===== src/rtl/branch_predictor.sv =====
// Microbranch direction predictor: 2-bit counter table plus an in-flight
// queue of predictions awaiting the checker's verdict.
module branch_predictor #(
    parameter int DEPTH    = 4,
    parameter int IDX_BITS = 4
) (
    input  logic        clk,
    input  logic        rst_n,
    input  logic        pred_req,
    input  logic [10:0] pred_pc,
    input  logic [10:0] pred_target,
    input  logic [10:0] pred_fallthru,
    input  logic [1:0]  pred_type_in,
    output logic        pred_taken,
    output logic        pred_ready,
    input  logic        resolve,
    input  logic        incorrect_pred,
    input  logic        correct_pred,
    input  logic        pop,
    output logic        last_pred,
    output logic [1:0]  pred_type,
    output logic        head_valid,
    output logic        redirect,
    output logic [10:0] redirect_addr,
    output logic [2:0]  count
);

    localparam int PW = (DEPTH > 1) ? $clog2(DEPTH) : 1;
    localparam int N = 1 << IDX_BITS;
    localparam logic [2:0] FULL = 3'(DEPTH);

    logic [1:0]          ctr    [N];
    logic                q_tk   [DEPTH];
    logic [1:0]          q_ty   [DEPTH];
    logic [IDX_BITS-1:0] q_idx  [DEPTH];
    logic [10:0]         q_addr [DEPTH];

    logic [PW-1:0]       rd_ptr;
    logic [PW-1:0]       wr_ptr;
    logic [IDX_BITS-1:0] idx;
    logic [IDX_BITS-1:0] h_idx;
    logic [1:0]          h_ctr;
    logic                res_ev;
    logic                mis;
    logic                ok;
    logic                push;

    assign idx        = pred_pc[IDX_BITS-1:0];
    assign pred_taken = ctr[idx][1];
    assign head_valid = (count != 3'd0);

    assign res_ev = resolve & head_valid;
    assign mis    = res_ev & incorrect_pred;
    assign ok     = res_ev & pop & ~incorrect_pred;

    assign pred_ready = (count < FULL) | ok;
    // Wrong-path fetches arriving with a flush are dropped
    assign push       = pred_req & pred_ready & ~mis;

    assign h_idx     = q_idx[rd_ptr];
    assign h_ctr     = ctr[h_idx];
    assign last_pred = head_valid & q_tk[rd_ptr];
    assign pred_type = head_valid ? q_ty[rd_ptr] : 2'b00;

    always_ff @(posedge clk or negedge rst_n) begin
        if (!rst_n) begin
            for (int i = 0; i < N; i++) begin
                ctr[i] <= 2'b01;
            end
        end else if (res_ev) begin
            if (correct_pred && h_ctr != 2'b11) begin
                ctr[h_idx] <= h_ctr + 2'b01;
            end else if (!correct_pred && h_ctr != 2'b00) begin
                ctr[h_idx] <= h_ctr - 2'b01;
            end
        end
    end

    always_ff @(posedge clk) begin
        if (push) begin
            q_tk[wr_ptr]   <= pred_taken;
            q_ty[wr_ptr]   <= pred_type_in;
            q_idx[wr_ptr]  <= idx;
            q_addr[wr_ptr] <= pred_taken ? pred_fallthru : pred_target;
        end
    end

    always_ff @(posedge clk or negedge rst_n) begin
        if (!rst_n) begin
            rd_ptr <= '0;
            wr_ptr <= '0;
            count  <= 3'd0;
        end else if (mis) begin
            rd_ptr <= '0;
            wr_ptr <= '0;
            count  <= 3'd0;
        end else begin
            if (ok) begin
                rd_ptr <= rd_ptr + 1'b1;
            end
            if (push) begin
                wr_ptr <= wr_ptr + 1'b1;
            end
            count <= count + {2'b00, push} - {2'b00, ok};
        end
    end

    always_ff @(posedge clk or negedge rst_n) begin
        if (!rst_n) begin
            redirect      <= 1'b0;
            redirect_addr <= 11'd0;
        end else begin
            redirect <= mis;
            if (mis) begin
                redirect_addr <= q_addr[rd_ptr];
            end
        end
    end

endmodule


===== config.mk =====
export PLATFORM = sky130hd
export DESIGN_NAME = branch_predictor
export DESIGN_NICKNAME = d
export VERILOG_FILES = /design/src/rtl/branch_predictor.sv
export SDC_FILE = /design/constraint.sdc
export NUM_CORES = 1
export LEC_CHECK = 0
export BUFFER_PORTS_ARGS = -buffer_cell sky130_fd_sc_hd__buf_4
export CORE_ASPECT_RATIO = 0.6
export CORE_MARGIN = 2
export CORE_UTILIZATION = 43
export CTS_CLUSTER_SIZE = 8
export DETAILED_ROUTE_END_ITERATION = 10
export PLACE_DENSITY_LB_ADDON = 0.2
export SYNTH_ARGS = -nofsm -noshare
export SYNTH_HDL_FRONTEND = slang
export SYNTH_SLANG_ARGS = --single-unit

===== constraint.sdc =====
create_clock -name clk -period 4.7 [get_ports clk]
set_clock_uncertainty 0.05 [all_clocks]
set_input_delay 0.94 -clock clk [delete_from_list [all_inputs] [get_ports clk]]
set_output_delay 0.94 -clock clk [all_outputs]
set_load 0.05 [all_outputs]

==> impl_metrics.json <==
{
  "status": "completed",
  "setup_viol": 0,
  "worstPathMaxFanout": 19,
  "hp-class": "register to register",
  "synth_top_area_frac": 0.394,
  "hold_buffers": 0,
  "rr_endpoint": "ctr[25]",
  "netlist_instances": 347,
  "slew_headroom": 0.151,
  "min_to": "redirect_addr[8]",
  "yosysWarningCount": 0,
  "diodes": 0,
  "fill_cells": 1010,
  "overflow": 0,
  "cts_tree": "yes",
  "reg2reg_slack_ps": 480,
  "yosysTopAreaCell": "edfxtp_1",
  "synthTopCellsByArea": "edfxtp_1, dfrtp_1, mux4_2",
  "cp_slowest_cell": "mux4_2",
  "wire_per_inst_um": 18.4,
  "min-delay-start": "redirect_addr[8]",
  "die_x_um": 150,
  "drt_wl_total_um": 10900,
  "worstPathArrival_ps": 4460,
  "p_leak_nw": 2.66,
  "reg2reg_depth": 11,
  "cp-start-kind": "register",
  "cts_root_buffer": "clkbuf_16",
  "p_per_area_nw_per_um2": 739,
  "critPathKind": "register to register",
  "max_cap_viol_count": 0,
  "synth_flop_cell": "edfxtp_1",
  "clk-insertion-delay-late_ps": 410,
  "fin_crit_ps": 4220,
  "post-place-ws_ps": 518,
  "die_h_um": 91.6,
  "cp_cell_sequence": "mux4_2, mux2i_1, mux2_2, nor2_1, or4_1, ha_1, mux2_2, nor3b_1, nand2_1, nor2_1, mux2_2",
  "final_area_um2": 6670,
  "slew_violations": 0,
  "worst_pin_slew_ps": 1260,
  "place.port_buffers": 55,
  "synth_nets": 398,
  "ir_worst_vdd_mv": 0.301,
  "viasPerCell": 5.14,
  "synth_area_um2": 5490,
  "firstDrtPassIters": 4,
  "cts_buffers": 17,
  "dr_total_vias": 3045,
  "fin_nets": 465,
  "cts_sinks": 123,
  "layout_setup_ws_ps": 478,
  "cp.depth": 11,
  "grt_pass1_wl_um": 18100,
  "start_util": 0.448,
  "hold_viol": 0,
  "gp_congestion": 0.758,
  "cts_buffer_depth": 2,
  "die_area_um2": 13700,
  "register_area_um2": 3460,
  "remaining_drc_errors": 0,
  "numPlacedInstances": 560,
  "cts_resized": 0,
  "drive_above_1_share": 0.379,
  "drt_iter0_drc": 189,
  "multi_input_area_um2": 1930,
  "grt_max_degree": 52,
  "area_delta_synth_final_pct": 21.4,
  "cpPeakStageDelay_ps": 700,
  "finalCritPeriodShare": 0.898,
  "max_freq_mhz": 237,
  "synth-seq-cells": 123,
  "worstSetupEndpointType": "register",
  "postCtsSetupRepairBufs": 0,
  "synth_edf_count": 72,
  "syn_avg_cell_area_um2": 15.8,
  "rows": 31,
  "grt_use_total": 0.178,
  "io_pins": 63,
  "worst_path_most_repeated_cell": "mux2_2",
  "antenna_found_initial": 0,
  "setup_tns_ps": 0,
  "path_delay_family": "multiplexers",
  "post_layout_nonfiller_instances": 592,
  "async_flop_share": 0.415,
  "yosysSeqAreaShare": 0.629,
  "yosysUniqueCellTypes": 38,
  "hold_depth": 2,
  "critPathRequiredTime_ps": 4940,
  "coreArea_um2": 12300,
  "holdWs_ps": 428,
  "critical_path_buf_inv_count": 0,
  "detail-route-antenna-nets": 0,
  "grt_pass1_vias": 3291,
  "cts.htree.levels": 4,
  "place_area_um2": 6080,
  "rr_startpoint": "rd_ptr[1]",
  "post-dp-hpwl_um": 7240,
  "cts.clk_slew.worst_paths_ps": 60,
  "rsz0062_at_grt": "no"
}
worst max-delay path by stage:
stage	start	end
2_1_floorplan	rd_ptr[0]	ctr[29]
3_3_place_gp	rd_ptr[1]	ctr[25]
3_5_place_dp	rd_ptr[1]	ctr[25]
4_1_cts	rd_ptr[1]	ctr[25]
5_1_grt	rd_ptr[1]	ctr[25]
6_report	rd_ptr[1]	ctr[25]
power by group:
part           switching, mW  internal [mW]  leakage (nW)
combinational           1.17          0.767          1.11
sequential             0.166           1.54          1.27
clock                  0.491          0.788         0.289
Yosys cell counts, drive strengths merged (5+ instances only):
| cell | number |
|---|---|
| mux2i | 21 |
| nand2 | 40 |
| nor2 | 20 |
| dfstp | 16 |
| inv | 6 |
| ha | 8 |
| edfxtp | 72 |
| mux2 | 50 |
| nor2b | 5 |
| mux4 | 23 |
| dfrtp | 35 |
| buf | 10 |
| nand2b | 5 |
cells by family (layout without fill, tap and decap cells):
logic type               after synthesis  in the layout  synth area share
buffers and inverters                 20            100            0.0194
AND/OR/NAND/NOR                       91             91            0.0795
flip-flops                           123            123             0.629
adder cells (fa/ha/maj)                9              9            0.0219
XOR/XNOR                               5              5           0.00797
multiplexers                          94             94             0.236
AO/OA/AOI/OAI                          5              5           0.00547
per-layer routing:
metal,up-vias,routed length [µm],global-route usage
met4,0,146,0.0621
met3,14,512,0.0437
met1,1537,5400,0.267
met5,-,0,0
met2,75,4840,0.253
li1,1419,-,-
cell type report:
type / count / area share
inverters: 7 / 0.00394
clock inverters: 15 / 0.0248
clock buffers: 17 / 0.0638
flip-flops and latches: 123 / 0.519
repair buffers: 61 / 0.0687
well taps: 165 / 0.0310
multi-input cells: 204 / 0.289
worst reg2reg max path, stage by stage, from the launching register on:
cell	delay, ps
dfrtp_1	550
mux4_2	700
mux2i_1	260
mux2_2	230
nor2_1	80
or4_1	530
ha_1	220
mux2_2	320
nor3b_1	310
nand2_1	220
nor2_1	280
mux2_2	360
cells in the final DEF, fill, tap and decap left out, drive strengths merged, types with 2 or more instances in the layout:
cell / n
a21oi: 2
and2: 3
and3: 4
buf: 61
bufinv: 2
clkbuf: 17
clkinv: 9
dfrtp: 35
dfstp: 16
edfxtp: 72
ha: 8
inv: 10
mux2: 50
mux2i: 21
mux4: 23
nand2: 40
nand2b: 5
nand3: 2
nand3b: 2
nor2: 20
nor2b: 5
nor3: 2
nor3b: 2
nor4: 2
or2: 2
xnor2: 3
xor2: 2
per-stage QoR:
step,total power [mW],utilization
2_1_floorplan,3.15,-
3_3_place_gp,3.61,0.496
3_5_place_dp,3.67,0.496
4_1_cts,4.97,0.544
5_1_grt,5.21,0.544
6_report,4.93,0.544
No activity file was read; power rests on OpenSTA's default activity.
